<file path="config.mk">
export PLATFORM = sky130hd
export DESIGN_NAME = bp_io_cmd_arbiter
export DESIGN_NICKNAME = d
export VERILOG_FILES = /design/src/rtl/bp_io_cmd_arbiter.sv
export SDC_FILE = /design/constraint.sdc
export NUM_CORES = 1
export LEC_CHECK = 0
export BUFFER_PORTS_ARGS = -buffer_cell sky130_fd_sc_hd__buf_2
export CORE_AREA = 4 4 508 510
export DETAILED_ROUTE_END_ITERATION = 8
export DIE_AREA = 0 0 512 514
export SYNTH_ARGS = -nofsm -noshare
export SYNTH_HDL_FRONTEND = slang
export SYNTH_SLANG_ARGS = --single-unit
</file>
<file path="constraint.sdc">
create_clock -name clk_i -period 1.9 [get_ports clk_i]
set_input_delay 0.285 -clock clk_i [delete_from_list [all_inputs] [get_ports clk_i]]
set_output_delay 0.285 -clock clk_i [all_outputs]
set_load 0.03 [all_outputs]
</file>
<file path="src/rtl/bp_io_cmd_arbiter.sv">
// Round-robin sharing of one host I/O command/response channel between requesters.
// Issuer IDs of accepted commands are queued in order so responses return to their owner.
module bp_io_cmd_arbiter #(
   parameter int num_req_p         = 2,
   parameter int msg_width_p       = 256,
   parameter int max_outstanding_p = 4
) (
   input  logic                                 clk_i,
   input  logic                                 reset_n_i,
   input  logic [num_req_p*msg_width_p-1:0]     req_cmd_i,
   input  logic [num_req_p-1:0]                 req_cmd_v_i,
   output logic [num_req_p-1:0]                 req_cmd_ready_o,
   output logic [msg_width_p-1:0]               cmd_o,
   output logic                                 cmd_v_o,
   input  logic                                 cmd_ready_i,
   input  logic [msg_width_p-1:0]               resp_i,
   input  logic                                 resp_v_i,
   output logic                                 resp_ready_o,
   output logic [msg_width_p-1:0]               req_resp_o,
   output logic [num_req_p-1:0]                 req_resp_v_o,
   input  logic [num_req_p-1:0]                 req_resp_ready_i,
   output logic [$clog2(max_outstanding_p+1)-1:0] outstanding_o,
   output logic                                 err_o
);

   localparam int id_w  = (num_req_p > 1) ? $clog2(num_req_p) : 1;
   localparam int ptr_w = (max_outstanding_p > 1) ? $clog2(max_outstanding_p) : 1;
   localparam int cnt_w = $clog2(max_outstanding_p+1);

   logic [id_w-1:0]      rr_ptr, grant, head, g_hi, g_lo;
   logic [id_w-1:0]      id_mem [max_outstanding_p];
   logic [ptr_w:0]       wr_ptr, rd_ptr;
   logic [num_req_p-1:0] eligible;
   logic                 full, empty, any_elig, found_hi, found_lo;
   logic                 cmd_fire, resp_fire, err_q;

   assign empty    = (wr_ptr == rd_ptr);
   assign full     = (wr_ptr[ptr_w] != rd_ptr[ptr_w]) &&
                     (wr_ptr[ptr_w-1:0] == rd_ptr[ptr_w-1:0]);
   assign eligible = full ? '0 : req_cmd_v_i;
   assign any_elig = |eligible;
   assign head     = id_mem[rd_ptr[ptr_w-1:0]];

   // First eligible at or above the pointer wins; otherwise wrap to the lowest eligible.
   always_comb begin
      g_hi     = '0;
      g_lo     = '0;
      found_hi = 1'b0;
      found_lo = 1'b0;
      for (int j = 0; j < num_req_p; j++) begin
         if (eligible[j] && !found_lo) begin
            g_lo     = id_w'(j);
            found_lo = 1'b1;
         end
         if (eligible[j] && !found_hi && (j >= int'(rr_ptr))) begin
            g_hi     = id_w'(j);
            found_hi = 1'b1;
         end
      end
      grant = found_hi ? g_hi : g_lo;
   end

   assign cmd_o     = req_cmd_i[int'(grant)*msg_width_p +: msg_width_p];
   assign cmd_v_o   = reset_n_i & any_elig;
   assign cmd_fire  = cmd_v_o & cmd_ready_i;

   // An empty FIFO still accepts a response so a stray one cannot wedge the link.
   assign resp_ready_o = reset_n_i & (empty ? resp_v_i : req_resp_ready_i[head]);
   assign resp_fire    = resp_v_i & resp_ready_o & ~empty;
   assign req_resp_o   = resp_i;

   always_comb begin
      req_cmd_ready_o = '0;
      req_resp_v_o    = '0;
      for (int j = 0; j < num_req_p; j++) begin
         if (grant == id_w'(j))
            req_cmd_ready_o[j] = reset_n_i & any_elig & cmd_ready_i;
         if (head == id_w'(j))
            req_resp_v_o[j] = reset_n_i & resp_v_i & ~empty;
      end
   end

   always_ff @(posedge clk_i or negedge reset_n_i) begin
      if (!reset_n_i) begin
         rr_ptr <= '0;
         wr_ptr <= '0;
         rd_ptr <= '0;
         err_q  <= 1'b0;
      end else begin
         if (cmd_fire) begin
            wr_ptr <= wr_ptr + 1'b1;
            rr_ptr <= (grant == id_w'(num_req_p-1)) ? '0 : grant + 1'b1;
         end
         if (resp_fire)
            rd_ptr <= rd_ptr + 1'b1;
         if (resp_v_i && empty)
            err_q <= 1'b1;
      end
   end

   always_ff @(posedge clk_i) begin
      if (cmd_fire)
         id_mem[wr_ptr[ptr_w-1:0]] <= grant;
   end

   assign outstanding_o = cnt_w'(wr_ptr - rd_ptr);
   assign err_o         = err_q;

endmodule

</file>
After elaboration in Yosys (flattened, before gate mapping):

Memory sizes are Yosys's and may differ from the RTL's.
Cells that the tools add are included.

* flip-flop bits (word level): 8
* bits in latches: 0
* bits in writable memories: 4
* bits in read-only memories: 0
* bits of input ports: 776
* output and inout bits: 522
* memories: 1

Memories
* id_mem: depth 4, bits a word 1, rd ports 1, clocked after Yosys merged registers in 0, write ports 1, line 31 `logic [id_w-1:0] id_mem [max_outstanding_p];`

* $add $sub $neg: 4
* multipliers: 0
* divide/modulo/power cells: 0
* order comparisons: 2
* equal/unequal tests: 3
* shift operators: 1
* multiplexer cells: 17
* bitwise gates (word level): 8
* reduce and logical (&&, ||, !) cells: 8

Operator list (number)
* 512-bit by 10-bit variable part select with 256-bit output: 1
* 1-bit 2-to-1 mux: 16
* 1-bit AND: 7
* 3-bit by 1-bit adder with 3-bit output, second input constant: 2
* 1-bit logical AND: 5
* 3-bit == test: 1
* 3-bit subtractor: 1
* 2-bit == test: 1
* 1-bit zero test: 2
* 1-bit by 2-bit less-than comparator with 1-bit output, second input constant: 1
* 2-bit 2-to-1 mux: 1
* 2-bit OR reduction: 1
* 1-bit adder, second input constant: 1
* 1-bit >= comparator, first input constant: 1
* 1-bit != test: 1
* 1-bit NOT: 1

Longest topological paths before layout:

Gate-level depths: netlist of run 1.

* depth after elaboration: 11
* gate-level depth with buffers: 7
* depth with buffers taken out: 6

Worst setup path after synthesis of run 1:

Ideal clock, no wire load.

* path kind: reg2out
* start: register wr_ptr[0]
* end: output cmd_o[149]
* arrival: 1938 ps
* required time: 1615 ps
* slack: -323 ps
* stages on the path, launching flop included: 8
* buffers on the path: 2
* path through: dfrtp_1 > inv_1 > ha_1 > nand2_1 > o21ai_4 > buf_6 > buf_6 > mux2_1

* cells in the longest elaborated chain, start to end: 10
* elaborated cells on any way between the ends: 15
* those cells by class: eq/ne (1); shift (1); mux (7); reduce/logical (6)

RTL lines
* start, declared: line 32 `logic [ptr_w:0] wr_ptr, rd_ptr;`
* start signal, assigned: line 91 `wr_ptr <= wr_ptr + 1'b1;`
* 2-bit == test *: line 39 `(wr_ptr[ptr_w-1:0] == rd_ptr[ptr_w-1:0]);`
* 1-bit logical AND *: line 38 `assign full = (wr_ptr[ptr_w] != rd_ptr[ptr_w]) &&`
* 2-bit 2-to-1 mux *: line 40 `assign eligible = full ? '0 : req_cmd_v_i;`
* 1-bit logical AND: line 55 `if (eligible[j] && !found_hi && (j >= int'(rr_ptr))) begin`
* 1-bit 2-to-1 mux: line 55
* 1-bit zero test: line 55
* 1-bit logical AND: line 55
* 1-bit 2-to-1 mux: line 55
* 1-bit 2-to-1 mux *: line 60 `grant = found_hi ? g_hi : g_lo;`
* 512-bit by 10-bit variable part select with 256-bit output *: line 63 `assign cmd_o = req_cmd_i[int'(grant)*msg_width_p +: msg_width_p];`
* end, declared: line 13 `output logic [msg_width_p-1:0] cmd_o,`

Mark *: on every way between the ends. The rest lies on a longest branch, timed or not.

Worst setup path in the final report of run 1:

* start: register rd_ptr[0]
* end: output cmd_o[2]

* cells in the longest elaborated chain, start to end: 10
* elaborated cells on any way between the ends: 15
* those cells by class: eq/ne (1); shift (1); mux (7); reduce/logical (6)

RTL lines
* start, declared: line 32
* start signal, assigned: line 95 `rd_ptr <= rd_ptr + 1'b1;`
* 2-bit == test *: line 39
* 1-bit logical AND *: line 38
* 2-bit 2-to-1 mux *: line 40
* 1-bit logical AND: line 55
* 1-bit 2-to-1 mux: line 55
* 1-bit zero test: line 55
* 1-bit logical AND: line 55
* 1-bit 2-to-1 mux: line 55
* 1-bit 2-to-1 mux *: line 60
* 512-bit by 10-bit variable part select with 256-bit output *: line 63

Marked as above.

==> impl_metrics.csv, run 1 <==
group,metric,value,unit
clock_tree,clk_path_buf_depth,2,
clock_tree,clkTransAtPathRegs,0.04,ns
pwr,power_density,1350,nW/um2
grt,grt.overflow.total,0,
synthesis,syn_nets,1389,
setup_path,crit_start,"rd_ptr[0]",
setup_path,cp_max_fo,9,
setup_path,critPathCaptureType,"primary output",
min_path,hold_path.class,"input pin to async pin",
pwr,pwr-share-clk,0.018,
detailed_routing,wl,173000,um
grt,grt_use_total,0.123,
synthesis,muxShareOfSynthArea,0.541,
timing,rsz0062_at_grt,"yes",
pwr,total_power,22.1,mW
synthesis,yosysSeqAreaShare,0.0471,
setup_path,reg2reg_from,"rd_ptr[0]",
pwr,comb_power_share,0.962,
timing,fmax,369,MHz
synthesis,syn_area,6800,um2
die,start_util,0.0268,
synthesis,yosys.area_share.simple,0.0116,
timing,clock_skew,0.00225,ns
synthesis,synth.distinct_cells,27,
finish,finalInstanceArea,16300,um2
detailed_routing,first_pass_iters,5,
flow_run,drv_cap,0,
synthesis,syn_avg_cell_area,11.2,um2
pwr,swShare,0.527,
synthesis,postSynthCellCount,605,
finish,drive_gt1_frac,0.967,
synthesis,synthAdderAreaFrac,0.0158,
die,die_y,514,um
timing,finalMaxSlewViolations,0,
grt,grt_pass1_vias,7896,
timing,worstMarginPinSlew,0.484,ns
pwr,internal_power,10.4,mW
grt,antenna_found_initial,210,
pwr,sequentialPowerShare,0.021,
synthesis,yosysWarnings,0,
die,core,253000,um2
timing,min_period_over_period,1.43,
setup_path,cp.arrival,2.43,ns
grt,grt_max_degree,20,
clock_tree,cts_inserted_buffers,3,
finish,stdcell_count,4618,
detailed_routing,drt_iter0_drc,662,
clock_tree,htreeDepth,1,
pwr,power.net_switching,11.6,mW
timing,max_slew_margin,0.674,
synthesis,synth_top_family_by_area,"multiplexers",
clock_tree,root_buffer,"clkbuf_16",
finish,syn2layout_area_growth,140,%
run_status,status,"complete, but fails checks",
detailed_routing,avgViaCountPerCell,1.91,
finish,multi_input_area,4360,um2
timing,hold_ws,0.0589,ns
die,row_count,185,
pwr,irDropWorstVdd,0.491,mV
synthesis,ys_ff_latch,12,
placement,gp_congestion,0.837,
die,die_area,263000,um2
finish,finalNetCount,2004,
synthesis,synth-compound-area-share,0.0127,
finish,regArea,322,um2
run_status,violations,"negative setup slack",
clock_tree,clock_latency,0.24,ns
placement,dpl_cell_area,13400,um2
synthesis,synth_xor_area_frac,0.0101,
clock_tree,cts.sinks,12,
setup_path,worstPathRequired,1.62,ns
detailed_routing,drcViolationCount,0,
detailed_routing,wl_per_cell,37.5,um
timing,finalHoldViolCount,0,
timing,post-route-min-period,2.71,ns
placement,dp_cells,4527,
detailed_routing,detail-route-antenna-nets,0,
timing,finalSetupViolCount,268,
setup_path,cp-start-kind,"flop",
placement,dp_hpwl,164000,um
grt,grt_pass1_wl,187000,um
finish,nFillCells,29800,
pwr,p_leak,7.09,nW
die,dieWidth,512,um
timing,fin_ws,-0.810,ns
setup_path,path_class,"flop to primary output",
clock_tree,cts_tree,"yes",
placement,placement.io_buffers,785,
die,io_pins,1298,
detailed_routing,vias,8836,
-- synthesized netlist by cell type --
cell	number	area (um2)
xor2_1	4	35.0
dfrtp_1	8	200
a41o_1	1	10.0
inv_1	9	33.8
and2_1	6	37.5
nor3b_1	1	7.51
o21ai_0	4	20.0
o21ai_4	1	16.3
buf_6	4	45.0
xnor2_2	1	16.3
mux2_2	27	304
mux2_4	201	3020
buf_12	22	440
mux2_1	29	327
buf_4	258	1940
edfxtp_1	4	120
nand2_1	2	7.51
nor2_1	7	26.3
mux4_2	1	22.5
o311a_1	1	10.0
a311oi_2	1	15.0
mux2i_1	1	10.0
o21a_1	1	7.51
fa_1	1	20.0
xnor2_1	2	17.5
o211ai_1	1	7.51
ha_1	7	87.6
-- power groups by stage --
| stage | Combinational (mW) | Clock, mW | Sequential [mW] |
|---|---|---|---|
| CTS | 17.8 | 0.400 | 0.448 |
| finish | 21.2 | 0.392 | 0.456 |
| floorplan | 10.6 | 0 | 0.492 |
| global route | 21.9 | 0.411 | 0.466 |
| detailed placement | 16.1 | 0 | 0.463 |
| global placement | 16.1 | 0 | 0.462 |
-- final timing paths --
kind                       slack, ns  depth (start not counted)        end
setup / recovery               -0.81                          8   cmd_o[2]
hold / removal                  0.06                          2  rd_ptr[1]
setup reg to reg               -0.15                         11  rd_ptr[1]
hold reg to reg                 0.47                          1      err_o
max in group asynchronous       1.27                          2  rd_ptr[2]
min in group clk_i              0.42                          2      err_o
-- critical path, cell delays in order (launching register included) --
cell	delay (ns)
dfrtp_2	0.42
ha_4	0.29
nand2_4	0.06
o21ai_4	0.16
buf_6	0.19
clkbuf_16	0.25
buf_16	0.19
mux2_4	0.35
buf_2	0.22
-- per-stage QoR --
| stage | setup TNS [ns] | utilization | worst slack, ns |
|---|---|---|---|
| after floorplan | -38.31 | - | -0.158 |
| after global placement | -137.70 | 0.0528 | -0.730 |
| after detailed placement | -140.96 | 0.0528 | -0.749 |
| after CTS | -192.75 | 0.0560 | -0.822 |
| after global routing | -199.75 | 0.0641 | -0.867 |
| final | -179.12 | 0.0643 | -0.810 |
-- layout make-up --
cell class / count / share of cell area
multi-input combinational: 300 / 0.267
inverter: 9 / 0.00207
antenna: 33 / 0.00507
clock inverter: 1 / 0.000230
clock buffer: 3 / 0.00461
timing repair buffer: 894 / 0.442
sequential: 12 / 0.0197
tap: 3366 / 0.258
-- cell usage in the layout (no fill, tap or decap), drive strengths merged --
cell / Yosys / routed
buf: 284 / 884
mux2i: 1 / 1
xnor2: 3 / 3
nor2: 7 / 7
mux2: 257 / 257
nand2: 2 / 2
clkbuf: 0 / 12
o311a: 1 / 1
a311oi: 1 / 1
o21a: 1 / 1
clkinv: 0 / 1
fa: 1 / 1
dlygate4sd3: 0 / 1
o21ai: 5 / 5
and2: 6 / 6
nor3b: 1 / 1
xor2: 4 / 4
a41o: 1 / 1
edfxtp: 4 / 4
diode: 0 / 33
o211ai: 1 / 1
dfrtp: 8 / 8
mux4: 1 / 1
ha: 7 / 7
inv: 9 / 9
-- layer usage --
metal / part of all wire / track usage
met1: 0.33 / 0.123
met2: 0.41 / 0.183
met3: 0.22 / 0.120
met4: 0.033 / 0.0228
met5: 0.0058 / 0
-- cell families after synthesis --
| family | count (synthesis) |
|---|---|
| XOR/XNOR | 7 |
| buffers and inverters | 293 |
| AND/OR/NAND/NOR | 16 |
| flip-flops | 12 |
| adder cells (fa/ha/maj) | 8 |
| AO/OA/AOI/OAI | 10 |
| multiplexers | 259 |
-- registers in the layout, summed over array words and instances (netlist names) --
name and cells:
id_mem 4, rr_ptr 1, err_o 1, rd_ptr 3, wr_ptr 3
-- timing repair --
| item | CTS | global route |
|---|---|---|
| hold endpoints to repair | 2 | 0 |
| buffers inserted | 13 | 27 |
| setup endpoints to repair | 268 | 276 |
| resized for setup | 140 | 563 |
| gates cloned | 5 | 11 |
| hold buffers | 1 | 0 |
| pin swaps | 2 | 9 |
No activity file was read; power rests on OpenSTA's default activity.
==> run 2, diff against run 1 <==
Settings changed: PLACE_DENSITY set to 0.3.
==> run 2 against run 1 <==
The flow still finishes with violations (negative setup slack). Total power shrank 3.2%. Clock power increased by 11%. Global-route usage shrank 2.9 points. Critical endpoint is now cmd_o[56].
==> impl_metrics.csv, run 2 (synthesized netlist as in run 1, its figures left out) <==
group,metric,value,unit
run_status,status,"complete, but fails checks",
run_status,violations,"negative setup slack",
detailed_routing,drcViolationCount,0,
detailed_routing,wl,129000,um
finish,finalNetCount,2020,
placement,gp_congestion,0.748,
timing,clock_skew,0.00185,ns
clock_tree,clkTransAtPathRegs,0.05,ns
pwr,irDropWorstVdd,0.700,mV
detailed_routing,wl_per_cell,27.8,um
finish,final_core_util,0.0652,
grt,antenna_found_initial,200,
min_path,hold_path.class,"input pin to flop",
pwr,total_power,21.4,mW
flow_run,drv_cap,0,
clock_tree,htreeDepth,1,
clock_tree,cts.sinks,12,
timing,fmax,377,MHz
pwr,p_leak,7.20,nW
clock_tree,root_buffer,"clkbuf_16",
grt,grt_pass1_wl,147000,um
clock_tree,cts_inserted_buffers,3,
detailed_routing,first_pass_iters,4,
pwr,comb_power_share,0.958,
detailed_routing,drt_iter0_drc,376,
finish,largest_reg_flops,4,
placement,dp_hpwl,122000,um
setup_path,cp-start-kind,"flop",
detailed_routing,detail-route-antenna-nets,0,
clock_tree,clock_latency,0.25,ns
detailed_routing,avgViaCountPerCell,1.78,
placement,placement.io_buffers,785,
timing,rsz0062_at_grt,"yes",
pwr,internal_power,10.9,mW
timing,hold_ws,0.351,ns
timing,worstMarginPinSlew,0.496,ns
placement,dpl_cell_area,13300,um2
timing,min_period_over_period,1.40,
detailed_routing,vias,8268,
die,start_util,0.0268,
die,row_count,185,
die,die_y,514,um
timing,setup_tns,-169.27,ns
finish,final_cell_mix,"buf_2, mux2_4, buf_6",
timing,finalMaxSlewViolations,0,
grt,grt_pass1_vias,8228,
die,dieWidth,512,um
grt,grt_max_degree,13,
grt,grt.overflow.total,0,
finish,drive_gt1_frac,0.968,
finish,nFillCells,29800,
setup_path,worstPathRequired,1.62,ns
die,core,253000,um2
timing,max_slew_margin,0.669,
timing,finalSetupViolCount,276,
finish,layout.cells.most_common,"buf_2",
setup_path,cp_max_fo,8,
finish,syn2layout_area_growth,143,%
grt,grt_use_total,0.0931,
die,io_pins,1298,
clock_tree,clk_path_buf_depth,2,
finish,finalInstanceArea,16500,um2
setup_path,path_class,"flop to primary output",
pwr,power_density,1290,nW/um2
pwr,sequentialPowerShare,0.021,
clock_tree,cts_tree,"yes",
timing,fin_ws,-0.753,ns
timing,post-route-min-period,2.65,ns
pwr,power.net_switching,10.5,mW
timing,finalHoldViolCount,0,
setup_path,critPathCaptureType,"primary output",
pwr,swShare,0.490,
pwr,pwr-share-clk,0.020,
die,die_area,263000,um2
setup_path,cp.arrival,2.37,ns
-- run 2: cell types whose count changed in the layout (fill, tap and decap cells not counted), sizes merged --
| cell | change |
|---|---|
| buf | +20 |
| clkbuf | -4 |
| diode | +10 |
| bufbuf | +1 |
| clkinv | -1 |
-- run 2: worst paths after layout --
check / startpoint / to / slack [ns] / depth (start not counted)
min reg2reg: err_o / err_o / 0.47 / 1
max reg2reg: rd_ptr[0] / rd_ptr[1] / -0.30 / 8
max in group asynchronous: reset_n_i / wr_ptr[0] / 0.89 / 3
min: resp_v_i / err_o / 0.35 / 2
min in group asynchronous: reset_n_i / rr_ptr / 0.68 / 3
max: rd_ptr[0] / cmd_o[56] / -0.75 / 8
-- run 2: timing repair --
action,CTS,global route
endpoints found under the setup margin,276,277
cloned,13,4
buffers inserted,44,23
pin swaps,11,13
hold buffers,1,0
hold endpoints to repair,8,0
gates resized for setup,475,197
-- run 2: layout make-up --
cell class / count / area [um2] / area share
diodes: 43 / 108 / 0.00651
inverters: 9 / 33.8 / 0.00204
well taps: 3366 / 4210 / 0.255
flip-flops and latches: 12 / 320 / 0.0194
multi-input cells: 300 / 4330 / 0.262
clock buffers: 4 / 88.8 / 0.00537
repair buffers: 910 / 7440 / 0.450
-- run 2: stage by stage --
stage          cells  setup slack (ns)
2_1_floorplan    605            -0.158
3_5_place_dp    4526            -0.780
3_3_place_gp    4526            -0.805
4_1_cts         4583            -0.799
6_report        4644            -0.753
5_1_grt         4611            -0.827
-- run 2: critical path, cell delays in order (launching register included) --
cell and delay (ns):
dfrtp_1 0.42, ha_4 0.30, nand2_4 0.05, o21ai_4 0.16, buf_12 0.18, buf_16 0.17, buf_4 0.19, mux2_4 0.31
buf_4 0.21
-- run 2: power by group through the flow --
stage	registers (mW)	logic (mW)	clock network, mW
after floorplan	0.492	10.6	0
after global placement	0.462	15.5	0
after detailed placement	0.458	15.4	0
after CTS	0.454	19.8	0.447
after global routing	0.465	21.4	0.466
final	0.453	20.5	0.434
-- run 2: per-layer routing --
metal / routed length (um) / global-route usage / vias up
met5: 760 / 0 / -
li1: - / - / 3144
met2: 57100 / 0.152 / 996
met1: 46100 / 0.0956 / 3516
met3: 20900 / 0.0701 / 500
met4: 4370 / 0.0188 / 112
